--- src/rtl/cpu_seq_pkg.sv ---
// cpu_seq_pkg: instruction class encodings and sequencer state encoding
package cpu_seq_pkg;
  typedef enum logic [2:0] {
    C_ALU_R   = 3'd0,
    C_ALU_I   = 3'd1,
    C_LOAD    = 3'd2,
    C_STORE   = 3'd3,
    C_BRANCH  = 3'd4,
    C_JAL     = 3'd5,
    C_ILLEGAL = 3'd6,
    C_HALT    = 3'd7
  } cls_e;
  typedef enum logic [2:0] {
    S_IDLE,
    S_FETCH,
    S_DECODE,
    S_EXEC,
    S_MEM,
    S_HALTED,
    S_PAUSE,
    S_TRAP
  } state_e;
endpackage

--- src/rtl/cpu_seq_wait_timer.sv ---
// cpu_seq_wait_timer: counts memory wait cycles and flags an ack timeout
module cpu_seq_wait_timer #(
  parameter int TO_W    = 8,
  parameter int TIMEOUT = 255
) (
  input  logic clk,
  input  logic reset,
  input  logic active,
  input  logic ack,
  output logic timeout
);
  localparam logic [TO_W-1:0] LIMIT = TO_W'(TIMEOUT == 0 ? 0 : TIMEOUT - 1);
  logic [TO_W-1:0] cnt;
  // count unacknowledged request cycles; idle cycles and acks leave it at zero
  always_ff @(posedge clk or negedge reset)
    if (!reset) cnt <= '0;
    else cnt <= (active && !ack) ? cnt + TO_W'(1) : '0;
  // an ack in the limit cycle suppresses the timeout
  assign timeout = (TIMEOUT != 0) && active && !ack && (cnt == LIMIT);
endmodule

--- src/rtl/cpu_seq_ctrl.sv ---
// cpu_seq_ctrl: multi-cycle instruction sequencer driving datapath strobes
module cpu_seq_ctrl
  import cpu_seq_pkg::*;
#(
  parameter int TYPE_W  = 3,
  parameter int CNT_W   = 32,
  parameter int TO_W    = 8,
  parameter int TIMEOUT = 255
) (
  input  logic              clk,
  input  logic              reset,
  input  logic [TYPE_W-1:0] instr_type,
  input  logic              mem_ack,
  input  logic              step_mode,
  input  logic              resume,
  output logic              mem_req,
  output logic              mem_we,
  output logic              reg_read,
  output logic              ir_enable,
  output logic              pc_enable,
  output logic              r_enable,
  output logic              alu_bus_enable,
  output logic              link_en,
  output logic              flags_enable,
  output logic              halted,
  output logic              trap,
  output logic [CNT_W-1:0]  retired
);
  state_e state, state_n;
  cls_e cls, cls_in;
  logic timeout, exec_alu, exec_jal, mem_done;
  assign cls_in = cls_e'(instr_type[2:0]);
  cpu_seq_wait_timer #(.TO_W(TO_W), .TIMEOUT(TIMEOUT)) u_timer (
    .clk    (clk),
    .reset  (reset),
    .active (mem_req),
    .ack    (mem_ack),
    .timeout(timeout)
  );
  // state register; reset drops any outstanding request immediately
  always_ff @(posedge clk or negedge reset)
    if (!reset) state <= S_IDLE;
    else state <= state_n;
  // class is captured in DECODE so EXEC/MEM strobes do not depend on the decoder holding it
  always_ff @(posedge clk or negedge reset)
    if (!reset) begin
      cls     <= C_ALU_R;
      retired <= '0;
    end else begin
      if (state == S_DECODE) cls <= cls_in;
      if (pc_enable) retired <= retired + CNT_W'(1);
    end
  // next-state selection; ack beats timeout, TRAP only leaves via reset
  always_comb begin
    state_n = state;
    case (state)
      S_IDLE:   state_n = S_FETCH;
      S_FETCH:  state_n = mem_ack ? S_DECODE : timeout ? S_TRAP : S_FETCH;
      S_DECODE:
        case (cls_in)
          C_LOAD, C_STORE: state_n = S_MEM;
          C_HALT:          state_n = S_HALTED;
          C_ILLEGAL:       state_n = S_TRAP;
          default:         state_n = S_EXEC;
        endcase
      S_EXEC:   state_n = step_mode ? S_PAUSE : S_FETCH;
      S_MEM:    state_n = mem_ack ? (step_mode ? S_PAUSE : S_FETCH) : timeout ? S_TRAP : S_MEM;
      S_HALTED, S_PAUSE: state_n = resume ? S_FETCH : state;
      default:  state_n = S_TRAP;
    endcase
  end
  // strobes decoded from state, latched class and mem_ack
  always_comb begin
    exec_alu       = state == S_EXEC && (cls == C_ALU_R || cls == C_ALU_I);
    exec_jal       = state == S_EXEC && cls == C_JAL;
    mem_done       = state == S_MEM && mem_ack;
    mem_req        = state == S_FETCH || state == S_MEM;
    reg_read       = state == S_MEM;
    mem_we         = state == S_MEM && cls == C_STORE;
    ir_enable      = state == S_FETCH && mem_ack;
    pc_enable      = state == S_EXEC || mem_done;
    r_enable       = exec_alu || exec_jal || (mem_done && cls == C_LOAD);
    alu_bus_enable = exec_alu;
    link_en        = exec_jal;
    flags_enable   = exec_alu;
    halted         = state == S_HALTED || state == S_PAUSE || state == S_TRAP;
    trap           = state == S_TRAP;
  end
endmodule

--- config.mk ---
export PLATFORM = sky130hd
export DESIGN_NAME = cpu_seq_ctrl
export DESIGN_NICKNAME = d
export VERILOG_FILES = /design/src/rtl/cpu_seq_pkg.sv /design/src/rtl/cpu_seq_wait_timer.sv /design/src/rtl/cpu_seq_ctrl.sv
export SDC_FILE = /design/constraint.sdc
export NUM_CORES = 1
export LEC_CHECK = 0
export BUFFER_PORTS_ARGS = -buffer_cell sky130_fd_sc_hd__buf_4
export CAP_MARGIN = 20
export CORE_ASPECT_RATIO = 1.5
export CORE_UTILIZATION = 54
export CTS_CLUSTER_DIAMETER = 150
export DETAILED_ROUTE_END_ITERATION = 10
export GPL_TIMING_DRIVEN = 0
export PLACE_DENSITY = 0.8
export SYNTH_ARGS = -nofsm -noshare
export SYNTH_HDL_FRONTEND = slang
export SYNTH_HIERARCHICAL = 1
export SYNTH_SLANG_ARGS = --single-unit
--- constraint.sdc ---
create_clock -name clk -period 3 [get_ports clk]
set_input_delay 0.3 -clock clk [delete_from_list [all_inputs] [get_ports clk]]
set_output_delay 0.3 -clock clk [all_outputs]
set_load 0.01 [all_outputs]
* Yosys cells after proc, flatten, opt, wreduce, memory -nomap -nowiden
Index checks and enable logic that the tools add are counted.
** Word-level totals
- Register bits :: 46
- Output and inout bits :: 43
- Word-level logic and storage cells :: 52
** Cells by class
- Add/sub/neg operators :: 2
- Eq/ne operators :: 17
- Muxes and demuxes :: 9
- Reduce and logical (&&, ||, !) cells :: 20
** Operators by type and width (number)
- 32-bit by 1-bit adder with 32-bit output (second input constant) :: 1
- 3-bit == test (second input constant) :: 7
- 3-bit by 2-bit == test with 1-bit output (second input constant) :: 6
- 3-bit case mux with 6 select lines :: 1
- 3-bit 2-to-1 mux :: 5
- 3-bit case mux with 3 select lines :: 1
- 8-bit by 1-bit adder with 8-bit output (second input constant) :: 1
- 8-bit == test (second input constant) :: 1
- 1-bit logical AND :: 8
- 8-bit 2-to-1 mux :: 1
- 1-bit logical OR :: 7
- 3-bit by 1-bit == test with 1-bit output (second input constant) :: 2
- 3-bit zero test :: 2
- 2-bit OR reduction :: 2
- 2-bit 2-to-1 mux :: 1
- 2-bit inequality test (second input constant) :: 1
- 1-bit zero test :: 1

* Logic depth before layout (Yosys ltp)
Gate-level depths: netlist (run 1).
- Depth in word-level cells :: 7
- Mapped depth :: 10
- Gate-level depth less buffers :: 8

* Modules after synthesis
The synthesis (run 1) kept the hierarchy.
** By module, submodules not included
- cpu_seq_ctrl :: times used 1, cells each 194, area an instance 2077.0 sq um
- cpu_seq_wait_timer :: times used 1, cells each 38, area an instance 376.6 sq um

* Least setup slack after synthesis (run 1)
OpenSTA, ideal clock, no wires.
- Kind :: flip-flop to flip-flop
- From :: reg state[2]
- To :: reg state[0]
- Setup time :: 0.150 ns
- Data arrival time :: 2.039 ns
- Data required time :: 2.850 ns
- Setup slack :: 0.811 ns
- Stages on the path, launching flop included :: 11
- Period minus slack after synthesis :: 2.189 ns
- Cells stage by stage :: dfrtp_1 > clkbuf_1 > xnor2_1 > nor2_1 > nand2b_1 > clkbuf_1 > nor3_1 > or2_2 > a21boi_0 > o221a_2 > a41oi_1
** On the way
- Cells in the longest elaborated chain, start to end :: 7
- Elaborated cells on any way between the ends :: 15
- Those cells by class :: eq/ne: 7; mux: 3; reduce/logical: 5
** Ends and longest elaborated chain
- from (decl) :: line cpu_seq_ctrl.sv:29 : state_e state, state_n;
- from (signal assigned) :: line cpu_seq_ctrl.sv:43 : else state <= state_n;
- 3-bit by 1-bit == test with 1-bit output or 3-bit == test (tied branches) :: line cpu_seq_ctrl.sv:77 : mem_req = state == S_FETCH || state == S_MEM;
- 1-bit logical OR * :: line cpu_seq_ctrl.sv:77
- net mem_req :: line cpu_seq_ctrl.sv:16 : output logic mem_req,
- 1-bit logical AND * (2 in a row) :: line cpu_seq_wait_timer.sv:19 : assign timeout = (TIMEOUT != 0) && active && !ack && (cnt == LIMIT);
- net timeout :: line cpu_seq_ctrl.sv:31 : logic timeout, exec_alu, exec_jal, mem_done;
- 2-bit 2-to-1 mux * :: line cpu_seq_ctrl.sv:67 : S_MEM: state_n = mem_ack ? (step_mode ? S_PAUSE : S_FETCH) : timeout ? S_TRAP : S_MEM;
- 3-bit 2-to-1 mux * :: line cpu_seq_ctrl.sv:67
- 3-bit case mux with 6 select lines * :: line cpu_seq_ctrl.sv:56 : case (state)
The timed path passes the listed nets; every way through them passes the cells marked *.
A chain may end at the register's enable or synchronous reset.

* Worst setup path in the final report (run 1)
- From :: reg state[2]
- To :: reg state[0]
** On the way
- Cells in the longest elaborated chain, start to end :: 7
- Elaborated cells on any way between the ends :: 15
- Those cells by class :: eq/ne: 7; mux: 3; reduce/logical: 5
** Ends and longest elaborated chain (line)
- 3-bit by 1-bit == test with 1-bit output or 3-bit == test (tied branches) :: cpu_seq_ctrl.sv:77
- 1-bit logical OR * :: cpu_seq_ctrl.sv:77
- 1-bit logical AND * (2 in a row) :: cpu_seq_wait_timer.sv:19
- net timeout :: cpu_seq_ctrl.sv:31
- 2-bit 2-to-1 mux * :: cpu_seq_ctrl.sv:67
- 3-bit 2-to-1 mux * :: cpu_seq_ctrl.sv:67
- 3-bit case mux with 6 select lines * :: cpu_seq_ctrl.sv:56
Marked as above.

==> results of run 1 <==
through the flow:
| step | instances | cell area [um^2] |
|---|---|---|
| after floorplan | 232 | 2450 |
| after global placement | 328 | 2890 |
| after detailed placement | 328 | 2890 |
| after CTS | 336 | 2980 |
| after global routing | 336 | 2980 |
| final | 336 | 2980 |
sequential cells by signal, indices dropped and copies added (netlist names):
name         cells
u_timer/cnt      8
retired         32
state            3
cls              3
final cells by class:
cell class              count  area share
clock inverters             1     0.00168
well taps                  46      0.0193
multi-input cells         173       0.415
plain buffers               8      0.0164
inverters                   5     0.00630
repair buffers             50       0.126
clock buffers               7      0.0290
flip-flops and latches     46       0.387
power by group through the flow:
stage / Combinational [W] / Clock [W] / Sequential, W
2_1_floorplan: 0.000484 / 0 / 0.000845
3_3_place_gp: 0.000737 / 0 / 0.000843
3_5_place_dp: 0.000758 / 0 / 0.000848
4_1_cts: 0.000759 / 0.000398 / 0.000836
5_1_grt: 0.000829 / 0.000420 / 0.000855
6_report: 0.000756 / 0.000389 / 0.000838
worst paths after layout:
path / start / endpoint / slack (ns)
max: state[2] / state[0] / 0.50
min: reset / state[2] / -0.01
max reg2reg: state[2] / state[0] / 0.50
min reg2reg: retired[31] / retired[31] / 0.49
max in group asynchronous: reset / retired[12] / 2.62
min in group clk: instr_type[0] / cls[0] / 0.24
logic make-up (layout without fill, tap and decap cells):
kind of cell	after synthesis	in the layout	share of synthesized area
buffers and inverters	13	71	0.0275
XOR/XNOR	35	35	0.125
adder cells (fa/ha/maj)	4	4	0.0194
multiplexers	3	3	0.0138
flip-flops	46	46	0.469
AND/OR/NAND/NOR	103	103	0.248
AO/OA/AOI/OAI	28	28	0.0969
cells in the mapped netlist (3+ instances only):
cell type                  number  area, um^2
sky130_fd_sc_hd__and4_1         4        35.0
sky130_fd_sc_hd__o21ai_0        5        25.0
sky130_fd_sc_hd__dfrtp_1       46        1150
sky130_fd_sc_hd__nand2b_1       4        25.0
sky130_fd_sc_hd__nor4b_1        3        26.3
sky130_fd_sc_hd__mux2_2         3        33.8
sky130_fd_sc_hd__nand4_1       13        81.3
sky130_fd_sc_hd__nor3_1         4        20.0
sky130_fd_sc_hd__clkbuf_1       5        18.8
sky130_fd_sc_hd__a21oi_1        8        40.0
sky130_fd_sc_hd__inv_1          5        18.8
sky130_fd_sc_hd__ha_1           3        37.5
sky130_fd_sc_hd__or3_1          3        18.8
sky130_fd_sc_hd__nand3_1       22         110
sky130_fd_sc_hd__xnor2_1       26         228
sky130_fd_sc_hd__nor2_1        10        37.5
sky130_fd_sc_hd__xor2_1         9        78.8
sky130_fd_sc_hd__and2_1         3        18.8
sky130_fd_sc_hd__nand2_1       15        56.3
sky130_fd_sc_hd__and3_1         9        56.3
per-layer routing:
layer	track usage	vias up	routed length, um
met3	0.0416	10	155
met1	0.293	975	2170
met5	0	-	0
met2	0.424	36	2790
li1	-	954	-
met4	0.0953	0	100
==> run summary, run 1 <==
The critical path contains buffers and inverters numbering 2 combined. The path depth of the worst reg2reg path came out at 10. In the final layout, flip-flops and latches occupy 0.00115 mm^2. The logs give 0 for the number of violations of the max-capacitance limit and 3.15 ns for the data required time of the critical path. The highest attainable clock frequency came out at 399 MHz.

In this run the worst hold path is classified as input port to asynchronous set/reset pin. For the deepest clock path buffer count, the log shows 2. The number of antenna violations at the first check in global routing is 0, and the critical path depth is 10. The count of state elements after synthesis is 46, and the residual antenna-violating net count after detailed routing is 0. The tools report the area of the die as 0.00482 mm^2. The Yosys step of the flow raised 6 warnings.

Setup violations remaining at the end of the flow were counted as 0. The count of fill cells added during filler insertion is 371, and the remaining max-slew budget at the tightest pin is 0.506. Summing all multi-input logic gate instances after layout gives 0.00123 mm^2. The run gives 0.243 as the all-layer global routing usage. Number of enable-type register cells in the synthesized netlist: 0.

The number of inserted diodes was 0; the die outline height was 84.6 um. Among cell families on the critical path, the largest total delay comes from buffers and inverters. Setup repair after global routing left no endpoint under its margin. The total vias in the final route is 1,975.

The initial core utilization was 0.573; the number of buffers inserted by port buffering was 50. The logs give 1,908 for the via count of the first global-routing pass and 0 for the buffers inserted during post-CTS setup optimization. After floorplanning, the core was divided into 29 placement rows.

Global routing finished with a remaining overflow of 0. The analysis attributes to net switching a power of 0.000718 W. The global-route wire length before repair came out at 9010 um.

The clock-pin slew on the worst setup and hold paths is 0.08 ns, and the worst hold slack across all endpoints is -0.0142 ns. Counting every instance in the synthesized netlist gives 232. Internal power comes to 0.00126 W.

From synthesis to final layout, the design area changed by 21.4%. The measured slew at the worst slew-check pin came out at 0.735 ns. The path type of the worst setup path was flip-flop to flip-flop.

The last weighted congestion value of the routability-driven placer was 0.838; the setup TNS was 0 ns. The tools report the buffer type at the clock tree root as sky130_fd_sc_hd__clkbuf_8. The tools report the number of H-tree levels as 2. The maximum fanout count along the critical path works out to 10. For the pin count of the biggest net entering global routing, the log shows 47. The pre-antenna-repair detailed-routing pass consisted of 7 iterations. The flow ran to the end, but the final reports show violations. The post-route clock skew was 0.00329 ns; the clock latency at the later pin of the worst-skew pair was 0.30 ns. The analysis attributes to cell leakage a power of 1.27 nW.

TritonCTS built the clock tree. The cell at the slowest stage of the critical path is sky130_fd_sc_hd__dfrtp_1. Number of buffers created by CTS: 5.

The number of vias per cell after detailed routing works out to 5.88. The final period utilization is 0.834. The HPWL after detailed placement is 3830 um. The total power divided by cell area was 666 mW/mm^2; the boundary pin count was 51.

Summing internal, switching and leakage power gives 0.00198 W. The region available for standard cell placement spans 0.00428 mm^2. For the total DRC errors in the routed layout, the log shows 6. The dominant register cell in the synthesized netlist was sky130_fd_sc_hd__dfrtp_1.

The share of synthesized registers carrying an async set or reset works out to 1.00. The final period demand of the worst path is 2.50 ns, and the number of distinct library cells after synthesis is 46. After the first detailed-routing iteration, the DRC count stood at 76. For this run, the slowest stage of the critical path takes 0.52 ns. The number of nets handed over by synthesis was 243.

The logs give 300 for the number of nets in the final layout and 0 for the post-cts resize count. The library cells used most frequently in the layout, excluding fill and tap cells, are sky130_fd_sc_hd__buf_4, sky130_fd_sc_hd__dfrtp_1, sky130_fd_sc_hd__xnor2_1. In this run the horizontal extent of the chip is 57.0 um. For this design, the CTS-stage hold fixing added 0 buffers. The checks that failed: DRC, hold timing.

The part of the total power dissipated in sequential elements was 0.423. STA classifies the critical path endpoint as a flip-flop. The sequential share of the synthesized area is 0.469.

For the proportion of power drawn by the clock network, the log shows 0.196. The final routed wire length divided by cell count was 15.5 um. Across the VDD grid, the largest voltage drop is 0.537 mV. The post-place setup slack is 0.516 ns.

The per-instance average area after synthesis was 10.6 um^2. The logs give 0.497 ns for the slack of the critical path and 0.381 for the relative contribution of combinational cells to total power. The run gives 16 as the final hold violation count. Among the stages of the critical path, the cell type that occurs most often is sky130_fd_sc_hd__clkbuf_1. The proportion of total power due to net switching works out to 0.362.

Type of origin of the critical path: a flip-flop. The signal arrival time at the worst endpoint came out at 2.66 ns. The sum of routed wire length over all layers is 5220 um.

The sink count of the clock tree is 46. The most common cell after layout, fill and taps aside is sky130_fd_sc_hd__buf_4. Synthesized cell area: 0.00245 mm^2.

For the post-route core utilization, the log shows 0.696. The tools report the max-slew violation count as 0. Traced cell by cell, the critical path runs through clkbuf_1 > xnor2_1 > nor2_1 > nand2b_1 > clkbuf_1 > nor3_1 > or2_2 > a21boi_0 > o221a_2 > a41oi_1.

The share of final-layout standard cells stronger than drive strength 1 works out to 0.252.
Note: power is estimated with default switching activity, not from simulation.
==> run 2: changes to the inputs <==
Clock period 3 ns to 2.5 ns, I/O delays scaled along.
==> run 2 against run 1 <==
- the flow finishes with violations (DRC)
- worst hold slack gained 0.20 ns
- via count shrank 0.30%
- sequential power grew 22%
- register-to-register slack lost 0.18 ns
- final area grew 0.17%
- clock power grew 20%
- utilization grew 0.12 points
- critical path depth shrank 1
- cell count shrank 0.30%
- critical endpoint unchanged
- largest cell class unchanged
- largest power group unchanged
- highest routed layer unchanged
==> run summary, run 2 (same netlist as run 1, synthesis figures left out) <==
The run finished, with violations left. The final routed wire length divided by cell count is 15.7 um (+0.86%). Startpoint of the tightest hold check path: instr_type[0]. Clock-pin slew on the worst setup and hold paths: 0.08 ns (about the same). TritonCTS built the clock tree.

The most common cell after layout, fill and taps aside was sky130_fd_sc_hd__buf_4. The run gives 0.697 (+0.00117) as the post-route core utilization. The boundary pin count was 51 (unchanged). The die extent in x is 57.0 um (unchanged), and the residual antenna-violating net count after detailed routing is 0 (unchanged). For the highest attainable clock frequency, the log shows 458 MHz (+15%). STA classifies the critical path startpoint as a flip-flop.

DRC violation total after the first TritonRoute iteration: 104 (+37%). The total power divided by cell area is 796 mW/mm^2 (+20%), and the post-route cell area is 0.00298 mm^2 (+0.17%). Total DRC errors in the routed layout: 6 (unchanged). The worst register-to-register path begins at state[1]. The slack of the critical path is 0.317 ns (-0.180 ns), and the signal arrival time at the worst endpoint is 2.34 ns (-0.32 ns). Core area: 0.00428 mm^2 (unchanged). The detailed-routing iteration count for the pre-antenna-repair pass was 7 (unchanged); the post-place instance area was 0.00289 mm^2 (unchanged).

The tools report the number of violations of the max-capacitance limit as 0 (unchanged). The measured slew at the worst slew-check pin was 0.732 ns (-0.00318 ns). The setup TNS is 0 ns (unchanged), and the die outline height is 84.6 um (unchanged). The run gives 371 (unchanged) as the count of fill cells added during filler insertion. The last weighted congestion value of the routability-driven placer is 0.838 (unchanged), and the net switching power is 0.000858 W (+20%).

The worst hold path endpoint is cls[0]. The number of buffers created by CTS is 5 (unchanged). The critical path is of the flip-flop to flip-flop type.

Number of antenna violations at the first check in global routing: 0 (unchanged). The max-slew violation count was 0 (unchanged); the sink count of the clock tree was 46 (unchanged). The final period utilization is 0.873 (+0.0390), and the aggregate global routing overflow is 0 (unchanged). In the layout the commonest cells are sky130_fd_sc_hd__buf_4, sky130_fd_sc_hd__dfrtp_1, sky130_fd_sc_hd__xnor2_1. The logs give 0.573 (unchanged) for the initial core utilization and 1,899 (-0.47%) for the via count of the first global-routing pass. The tools report the post-place setup slack as 0.0162 ns (-0.500 ns).

The nature of the critical path endpoint is a flip-flop. Area of the die: 0.00482 mm^2 (unchanged). Setup repair after global routing left no endpoint under its margin.

The setup-violating endpoint count in the final report is 0 (unchanged), and the count of standard-cell rows is 29 (unchanged). The worst register-to-register path ends at state[0]. Number of buffers inserted by port buffering: 50 (unchanged). The area added between synthesis and finish was 21.6%. In the final layout, the registers with the most flip-flops are retired: 32 flops, u_timer/cnt: 8 flops. For the remaining max-slew budget at the tightest pin, the log shows 0.508 (+0.00214).

The tools report the total vias in the final route as 1,969 (-0.30%). The run gives 2.66 ns (-0.49 ns) as the data required time of the critical path. The total half-perimeter wirelength after legalization and detailed placement was 3830 um (unchanged); the final period demand of the worst path was 2.18 ns (-0.320 ns).

The leakage dissipation was 1.28 nW (+0.28%). Largest vdd supply drop: 0.643 mV (+20%). The relative contribution of combinational cells to total power came out at 0.372 (-0.009). The part of the total power dissipated in sequential elements is 0.431 (+0.008), and the worst setup slack for register-to-register paths is 0.32 ns (-0.18 ns). The run gives 0 (-16) as the final hold violation count.

The number of H-tree levels was 2 (unchanged); the deepest clock path buffer count was 2 (unchanged). The proportion of total power due to net switching is 0.361 (-0.000668), and the post-route clock skew is 0.00329 ns (+0.00000497 ns). The number of inserted diodes is 0 (unchanged). The proportion of power drawn by the clock network came out at 0.197 (about the same). The root buffer cell chosen for the clock tree is sky130_fd_sc_hd__clkbuf_8. The path depth of the worst reg2reg path is 9 (-1). Number of instances on the worst hold path: 2. The number of vias per cell after detailed routing was 5.88 (about the same); the internal cell power was 0.00152 W (+20%). The sum of routed wire length over all layers is 5250 um (+0.56%), and the global-route wire length before repair is 8960 um (-0.53%).

The flip-flop count of the largest register, all copies and words added is 32 (unchanged). The number of nets in the final layout came out at 299 (-0.33%). The checks that failed: DRC. Share of final-layout standard cells stronger than drive strength 1: 0.260 (+0.00779). Pin count of the biggest net entering global routing: 47 (unchanged).

The path class of the tightest hold or removal check is input port to flip-flop. The maximum fanout count along the critical path works out to 10 (unchanged). The register with the most flip-flops in the final layout is retired.

The tools report the clock latency at the later pin of the worst-skew pair as 0.30 ns (about the same). The all-layer global routing usage came out at 0.242 (-0.000967).
## run 2: what timing repair did
item                                    4_1_cts  5_1_grt
setup buffers                                 0        0
hold buffers                                  1        0
endpoints found under the setup margin        1        2
gates resized for setup                       0        3
hold endpoints to repair                     46        0
## run 2: area by class of cell
type,count,area (um^2),share of cell area
buffer,6,42.5,0.0143
clock buffer,7,86.3,0.0289
clock inverter,1,5.00,0.00168
inverter,5,18.8,0.00629
multi-input combinational,173,1230,0.414
sequential,46,1150,0.386
tap,46,57.6,0.0193
timing repair buffer,51,385,0.129
## run 2: worst max-delay path: stages (launching register included)
cell and delay, ns:
sky130_fd_sc_hd__dfrtp_1 0.35, sky130_fd_sc_hd__buf_6 0.13, sky130_fd_sc_hd__clkbuf_1 0.31, sky130_fd_sc_hd__nor2_1 0.11, sky130_fd_sc_hd__nand2b_1 0.28, sky130_fd_sc_hd__nor3_1 0.12, sky130_fd_sc_hd__or2_2 0.33, sky130_fd_sc_hd__a21boi_0 0.17
sky130_fd_sc_hd__o221a_2 0.20, sky130_fd_sc_hd__a41oi_1 0.04
## run 2: per-stage QoR
step / hold WS, ns / total power, W / instances
2_1_floorplan: -0.0456 / 0.00159 / 232
3_3_place_gp: 0.285 / 0.00190 / 328
3_5_place_dp: 0.288 / 0.00193 / 328
4_1_cts: 0.181 / 0.00239 / 336
5_1_grt: 0.179 / 0.00252 / 335
6_report: 0.189 / 0.00237 / 335
## run 2: worst max-delay path by stage
stage	startpoint	endpoint	slack (ns)	cells past startpoint
final	state[1]	state[0]	0.32	9
after global placement	state[2]	state[0]	0.02	10
after CTS	state[0]	state[0]	0.07	10
after detailed placement	state[2]	state[0]	0.02	10
after floorplan	state[2]	state[0]	0.31	10
after global routing	state[0]	state[0]	0.10	9
## run 2: metal layers
layer,part of all wire,track usage,vias up
li1,-,-,955
met1,0.42,0.291,960
met2,0.52,0.422,44
met3,0.034,0.0416,10
met4,0.019,0.0953,0
met5,0,0,-
## run 2: power by group through the flow
| stage | registers, W | logic [W] | clock network [W] |
|---|---|---|---|
| 2_1_floorplan | 0.00101 | 0.000581 | 0 |
| 3_3_place_gp | 0.00101 | 0.000885 | 0 |
| 5_1_grt | 0.00105 | 0.000968 | 0.000504 |
| 3_5_place_dp | 0.00102 | 0.000910 | 0 |
| 6_report | 0.00102 | 0.000884 | 0.000467 |
| 4_1_cts | 0.00102 | 0.000891 | 0.000477 |
